==> config.mk <==
export PLATFORM = sky130hd
export DESIGN_NAME = my_uart_rx
export DESIGN_NICKNAME = d
export VERILOG_FILES = /design/src/rtl/my_uart_rx.sv
export SDC_FILE = /design/constraint.sdc
export NUM_CORES = 1
export LEC_CHECK = 0
export BUFFER_PORTS_ARGS = -buffer_cell sky130_fd_sc_hd__buf_4
export CORE_UTILIZATION = 30
export CTS_CLUSTER_DIAMETER = 150
export DETAILED_ROUTE_END_ITERATION = 8
export GPL_TIMING_DRIVEN = 0
export SYNTH_ARGS = -nofsm -noshare
export SYNTH_HDL_FRONTEND = slang
export SYNTH_SLANG_ARGS = --single-unit
==> constraint.sdc <==
create_clock -name clk -period 2.4 [get_ports clk]
set_input_delay 0.36 -clock clk [delete_from_list [all_inputs] [get_ports clk]]
set_output_delay 0.36 -clock clk [all_outputs]
set_load 0.02 [all_outputs]
==> src/rtl/my_uart_rx.sv <==
// my_uart_rx: 8N1 asynchronous serial receiver.
//
// Receives frames of one start bit (0), eight data bits LSB first and one stop
// bit (1). The line is sampled at the middle of each bit: half a bit period
// after the start edge, then once per bit period.
//
// Parameters:
//   BIT_DIV     - clk cycles per bit (8..65535)
//   SYNC_STAGES - depth of the rs232_rx synchronizer (2..3)
//
// Ports:
//   clk       - system clock, rising edge
//   rst       - asynchronous active-high reset
//   rs232_rx  - asynchronous serial input, idles high
//   rx_ack    - consumer acknowledge; clears rx_valid and overrun
//   rx_data   - last correctly received byte
//   rx_valid  - rx_data holds an unacknowledged byte
//   rx_int    - busy, high from start-bit detection until frame end
//   frame_err - one-cycle pulse when a stop bit samples low
//   overrun   - sticky, a byte completed while rx_valid was still high
module my_uart_rx #(
    parameter int unsigned BIT_DIV     = 5208,
    parameter int unsigned SYNC_STAGES = 2
) (
    input  logic       clk,
    input  logic       rst,
    input  logic       rs232_rx,
    input  logic       rx_ack,
    output logic [7:0] rx_data,
    output logic       rx_valid,
    output logic       rx_int,
    output logic       frame_err,
    output logic       overrun
);

    // Counter reload values; the counter counts down to 0, so N cycles load N-1.
    localparam logic [15:0] FullReload = 16'(BIT_DIV - 1);
    localparam logic [15:0] HalfReload = 16'((BIT_DIV / 2) - 1);

    typedef enum logic [2:0] {
        StIdle,
        StStart,
        StData,
        StStop,
        StWaitIdle
    } state_e;

    logic [SYNC_STAGES-1:0] sync_q;
    logic [SYNC_STAGES:0]   fill_q;
    logic                   line_prev_q;
    logic                   line;
    logic                   armed;
    logic                   fall;

    state_e                 state_q;
    logic [15:0]            baud_cnt_q;
    logic [2:0]             bit_cnt_q;
    logic [7:0]             shift_q;

    assign line = sync_q[SYNC_STAGES-1];

    // fill_q marks when both line and line_prev_q come from real samples rather
    // than reset values, so a line held low through reset is not mistaken for a
    // start edge.
    assign armed = fill_q[SYNC_STAGES];
    assign fall  = armed & line_prev_q & ~line;

    always_ff @(posedge clk or posedge rst) begin
        if (rst) begin
            sync_q      <= '1;
            fill_q      <= '0;
            line_prev_q <= 1'b1;
        end else begin
            sync_q      <= {sync_q[SYNC_STAGES-2:0], rs232_rx};
            fill_q      <= {fill_q[SYNC_STAGES-1:0], 1'b1};
            line_prev_q <= line;
        end
    end

    always_ff @(posedge clk or posedge rst) begin
        if (rst) begin
            state_q    <= StIdle;
            baud_cnt_q <= '0;
            bit_cnt_q  <= '0;
            shift_q    <= '0;
            rx_data    <= '0;
            rx_valid   <= 1'b0;
            rx_int     <= 1'b0;
            frame_err  <= 1'b0;
            overrun    <= 1'b0;
        end else begin
            frame_err <= 1'b0;

            // Acknowledge; a frame accepted on the same edge overrides rx_valid below.
            if (rx_ack && rx_valid) begin
                rx_valid <= 1'b0;
                overrun  <= 1'b0;
            end

            case (state_q)
                StIdle: begin
                    if (fall) begin
                        state_q    <= StStart;
                        bit_cnt_q  <= '0;
                        baud_cnt_q <= HalfReload;
                        rx_int     <= 1'b1;
                    end
                end

                StStart: begin
                    if (baud_cnt_q == 16'd0) begin
                        if (!line) begin
                            state_q    <= StData;
                            baud_cnt_q <= FullReload;
                        end else begin
                            // Glitch: line went back high before mid start bit.
                            state_q <= StIdle;
                            rx_int  <= 1'b0;
                        end
                    end else begin
                        baud_cnt_q <= baud_cnt_q - 16'd1;
                    end
                end

                StData: begin
                    if (baud_cnt_q == 16'd0) begin
                        shift_q[bit_cnt_q] <= line;
                        baud_cnt_q         <= FullReload;
                        if (bit_cnt_q == 3'd7) begin
                            state_q <= StStop;
                        end else begin
                            bit_cnt_q <= bit_cnt_q + 3'd1;
                        end
                    end else begin
                        baud_cnt_q <= baud_cnt_q - 16'd1;
                    end
                end

                StStop: begin
                    if (baud_cnt_q == 16'd0) begin
                        if (line) begin
                            rx_data  <= shift_q;
                            rx_valid <= 1'b1;
                            // An ack on this edge consumes the old byte, so no overrun.
                            if (rx_valid && !rx_ack) begin
                                overrun <= 1'b1;
                            end
                            state_q <= StIdle;
                            rx_int  <= 1'b0;
                        end else begin
                            frame_err <= 1'b1;
                            state_q   <= StWaitIdle;
                        end
                    end else begin
                        baud_cnt_q <= baud_cnt_q - 16'd1;
                    end
                end

                StWaitIdle: begin
                    // Stay here through a break so it reports only one frame_err.
                    if (line) begin
                        state_q <= StIdle;
                        rx_int  <= 1'b0;
                    end
                end

                default: begin
                    state_q <= StIdle;
                    rx_int  <= 1'b0;
                end
            endcase
        end
    end

endmodule

# [Yosys cells after proc, flatten, opt, wreduce, memory -nomap -nowiden]
# Index checks and enable logic that the tools add are counted.
[word_totals] out_inout_bits=12 regBits=48
[op_classes] addsub=2 n_eq_ne=15 mux=38 reduce_logical=15 bitwise_logic=4 magnitude_cmp=2
[op_table] op="2-to-1 mux 16 bit" count=5
[op_table] op="case mux 16 bit (4 select lines)" count=1
[op_table] op="2-to-1 mux 3 bit" count=10
[op_table] op="logical NOT 16 bit" count=1
[op_table] op="2-to-1 mux 1 bit" count=16
[op_table] op="inequality test 2 bit (second input constant)" count=8
[op_table] op="subtractor 16 x 1 -> 16 bit (second input constant)" count=1
[op_table] op="case mux 3 bit (5 select lines)" count=1
[op_table] op="bitwise mux 8 bit" count=1
[op_table] op="AND reduction 4 bit" count=2
[op_table] op="equality test 3 x 2 -> 1 bit (second input constant)" count=2
[op_table] op="equality test 3 bit (second input constant)" count=2
[op_table] op="case mux 3 bit (2 select lines)" count=1
[op_table] op="AND reduction 3 bit" count=2
[op_table] op="AND reduction 6 bit" count=1
[op_table] op="less-than comparator 3 x 4 -> 1 bit (second input constant)" count=1
[op_table] op="case mux 1 bit (4 select lines)" count=1
[op_table] op="nonzero test 4 bit" count=1
[op_table] op="adder 3 x 1 -> 3 bit (second input constant)" count=1
[op_table] op="demux 1 bit (select 3 bit)" count=1
[op_table] op="equality test 3 x 1 -> 1 bit (second input constant)" count=1
[op_table] op="greater-or-equal comparator 3 x 1 -> 1 bit (second input constant)" count=1
[op_table] op="logical AND 1 bit" count=3
[op_table] op="logical NOT 3 bit" count=1
[op_table] op="other kinds (9)" count=11

# [Logic depth before layout (Yosys ltp)]
[depth] ltp_word=6 ltp_mapped=8 mapped_depth_nobuf=7

# [Least setup slack after synthesis]
# OpenSTA, ideal clock, no wires.
[synth_timing] path_kind="reg2reg" startpoint="register baud_cnt_q[0]" endpoint="register shift_q[1]" slack_ns=0.266 stages_incl_launch_ff=9 n_path_buf=1 arrival_ns=2.010 cell_sequence="dfrtp_1 > inv_1 > ha_1 > nor4b_2 > and4_1 > buf_4 > nand2b_1 > nor3_1 > mux2_2"
[synth_between] elab_chain_cells=2
[synth_lines] element="start, declared" line="56" text="logic [15:0] baud_cnt_q;"
[synth_lines] element="start signal, assigned" line="105" text="baud_cnt_q <= HalfReload;"
[synth_lines] element="start signal, assigned" line="114" text="baud_cnt_q <= FullReload;"
[synth_lines] element="start signal, assigned" line="121" text="baud_cnt_q <= baud_cnt_q - 16'd1;"
[synth_lines] element="logical NOT 16 bit" line="126" text="if (baud_cnt_q == 16'd0) begin"
[synth_lines] element="AND reduction 2 bit (no line)"
[synth_lines] element="end signal, assigned by index" line="127" text="shift_q[bit_cnt_q] <= line;"
[synth_lines] element="end, declared" line="58" text="logic [7:0] shift_q;"
# No other way between the ends.
# A chain may end at the register's enable or synchronous reset.

# [Worst setup path in the final report]
[layout_timing] startpoint="register baud_cnt_q[8]" endpoint="register shift_q[1]"
# Same word-level chain as after synthesis.

==> metrics.yaml <==
outcome:
  outcome: "finished, final reports clean"
synth:
  yosysWarningCount: 0
  synth_area_um2: 2390
  synth_top_cells_by_area: "sky130_fd_sc_hd__dfrtp_1 (47%), sky130_fd_sc_hd__mux2_2 (5.2%), sky130_fd_sc_hd__o21ai_0 (4.4%), sky130_fd_sc_hd__nand2_1 (3.9%), sky130_fd_sc_hd__a21oi_1 (3.6%)"
  number_of_enable_flip_flop_cells_after_synthesis: 0
  postSynthCellCount: 234
  distinct_cell_type_count_of_the_synthesized_netlist: 49
  synth_seq_cells: 48
  synth_top_cell_area_share: 0.472
  synth_async_sr_flop_share: 1.00
  yosys_most_used_dff: "sky130_fd_sc_hd__dfrtp_1"
  synthesis.nets: 242
  synth.largest_area_cell: "sky130_fd_sc_hd__dfrtp_1"
  seq_area_frac_synth: 0.505
  synth.avg_cell_area_um2: 10.2
global_route:
  number_of_antenna_violations_at_the_first_check_in_global_routing: 0
  grt_usage: 0.134
  grt_pass1_wl_um: 8940
  grt_start_max_net_pins: 32
  gr-total-overflow: 0
  first_global_vias: 1812
floorplan:
  chipWidth_um: 91.2
  core.rowCount: 32
  die-height_um: 91.2
  design.core.area_um2: 7730
  initial_utilization: 0.309
  die_area_um2: 8320
  boundaryPins: 16
clocking:
  worst_case_clock_buffer_depth: 2
  cts_max_level: 2
  clk_pin_slew_ps: 100
  cts_tree: "built"
  cts.sink_count: 48
  cts_inserted_buffers: 5
  clock_root_buffer: "sky130_fd_sc_hd__clkbuf_8"
  postCtsHoldBufs: 0
  clk_lat_worst_skew_ps: 300
worst_hold_path:
  hp-class: "in -> async"
place:
  detailedPlacementHpwl_um: 3590
  gpl.final_weighted_congestion: 0.838
  place.port_buffers: 15
timing:
  maxSlewHeadroom: 0.509
  rsz_0062_raised_after_global_routing: "yes"
  worstMarginPinSlew_ps: 731
  post-route-min-period_ps: 2370
  setup_viol: 0
  clock-skew-final_ps: 4.03
  setup_total_negative_slack_ps: 0
  hold_violations: 0
  fmaxAchievable_ghz: 0.422
  timing.final.crit_share: 0.986
  number_of_pins_exceeding_their_max_slew_limit_in_the_final_report: 0
worst_setup_path:
  critPathKind: "reg -> reg"
  worst_setup_path_start_kind: "register"
  crit_path_max_incr_delay_ps: 530
  required_ps: 2600
  worstPathCellList: "nor4_4, and4_1, buf_4, nand2b_1, nor3_2, mux2_2"
  library_cell_contributing_the_largest_single_delay_on_the_critical_path: "sky130_fd_sc_hd__nor4_4"
  critPathCaptureType: "register"
  critPathMaxFanout: 10
  cp.arrival_ps: 2570
finish:
  drive_gt1_frac: 0.216
  final_common_cell: "sky130_fd_sc_hd__dfrtp_1"
  layout-area-overhead-vs-synth_pct: 18.0
  layout.cells.most_common_list: "sky130_fd_sc_hd__dfrtp_1 (45), sky130_fd_sc_hd__nand2_1 (25), sky130_fd_sc_hd__o21ai_0 (21)"
  design.final.nets: 266
  insertedDiodeCount: 0
route:
  via_per_inst: 5.19
  detail_route.drc_violations: 0
  final_antenna_net_count: 0
  dr.pass1.iters: 5
  totalWireLength_um: 5060
  routedWlPerCell_um: 14.0
  vias_post_dr: 1874
  detailedRoute.firstIterationViolations: 115
run:
  max_cap_violations: 0
pwr:
  power.static_leakage_nw: 1.19
  power_density_nw_per_um2: 853
  vdd.ir_drop.worst_uv: 439
  power.total_mw: 2.40
==> area by class of cell <==
cell class,count,area (um2)
multi-input combinational,170,1160
fill,766,4910
clock buffer,5,68.8
buffer,9,42.5
inverter,7,26.3
timing repair buffer,17,140
tap,102,128
clock inverter,3,46.3
sequential,48,1200
==> worst max-delay path, delay by kind of cell, from the launching register on <==
family / cells / cell delay (ps)
multiplexers: 1 / 340
AND/OR/NAND/NOR: 4 / 1230
buffers and inverters: 1 / 210
flip-flops: 1 / 480
==> metal layers <==
layer / vias up / part of all wire / track usage
li1: 898 / - / -
met3: 7 / 0.046 / 0.0285
met4: 0 / 0.0091 / 0.0370
met1: 926 / 0.48 / 0.185
met2: 43 / 0.47 / 0.210
met5: - / 0 / 0
==> logic make-up after synthesis <==
kind of cell               synth area share
other                               0.00157
buffers and inverters                0.0288
adders and majority gates            0.0210
AOI/OAI and AO/OA                     0.183
muxes                                0.0692
DFF                                   0.505
and+or+nand+nor                       0.188
xor gates and xnor gates            0.00367
==> stage by stage <==
stage	util	area, um2	cells	worst slack, ps	hold slack (ps)
2_1_floorplan	-	2390	234	266	331
3_3_place_gp	0.340	2630	351	-52.8	333
3_5_place_dp	0.343	2650	352	-77.4	336
4_1_cts	0.359	2770	360	16.6	56.0
5_1_grt	0.365	2820	361	-138	79.2
6_report	0.365	2820	361	32.5	47.4
==> power breakdown <==
part           total (mW)  leakage [nW]  switching, mW  internal [mW]
clock network       0.604        0.0548          0.290          0.314
registers            1.10         0.618          0.166          0.934
logic               0.699         0.521          0.415          0.284
==> state kept, by name, indices dropped and copies added, names as in the netlist, named ones only <==
register / cells
baud_cnt_q: 16
bit_cnt_q: 3
fill_q: 3
frame_err: 1
line_prev_q: 1
rx_data: 8
rx_int: 1
rx_valid: 1
shift_q: 8
state_q: 3
sync_q: 2
==> timing repair <==
action / in CTS / in global routing
buffers inserted: 0 / 1
gates resized for setup: 1 / 7
pin swaps: 1 / 1
setup endpoints to repair: 12 / 23
endpoints found under the hold margin: 0 / 0
==> synthesized netlist by cell type (2+ instances only) <==
cell type and n:
sky130_fd_sc_hd__a21oi_1 17, sky130_fd_sc_hd__a22o_1 3, sky130_fd_sc_hd__a31oi_1 7, sky130_fd_sc_hd__and2_1 2, sky130_fd_sc_hd__and3_1 2, sky130_fd_sc_hd__buf_1 2
sky130_fd_sc_hd__buf_4 2, sky130_fd_sc_hd__clkbuf_1 4, sky130_fd_sc_hd__dfrtp_1 45, sky130_fd_sc_hd__dfstp_2 3, sky130_fd_sc_hd__ha_1 4, sky130_fd_sc_hd__inv_1 7
sky130_fd_sc_hd__mux2_2 11, sky130_fd_sc_hd__mux2i_1 3, sky130_fd_sc_hd__nand2_1 25, sky130_fd_sc_hd__nand2b_1 2, sky130_fd_sc_hd__nand3_1 5, sky130_fd_sc_hd__nand3b_1 4
sky130_fd_sc_hd__nor2_1 16, sky130_fd_sc_hd__nor2b_1 2, sky130_fd_sc_hd__nor3_1 8, sky130_fd_sc_hd__nor4_1 3, sky130_fd_sc_hd__nor4_4 2, sky130_fd_sc_hd__o21ai_0 21
sky130_fd_sc_hd__o22a_1 3, sky130_fd_sc_hd__o2bb2ai_1 2, sky130_fd_sc_hd__o31ai_1 5, sky130_fd_sc_hd__or3_1 3
==> final timing paths <==
path	startpoint	endpoint	slack [ps]	cells after the start
max	baud_cnt_q[8]	shift_q[1]	30	6
min	rst	baud_cnt_q[1]	50	2
max reg2reg	baud_cnt_q[8]	shift_q[1]	30	6
min reg2reg	fill_q[0]	fill_q[1]	350	0
max in group asynchronous	rst	line_prev_q	1790	3
min in group clk	rs232_rx	sync_q[0]	160	1
Note: power is estimated with default switching activity, not from simulation.
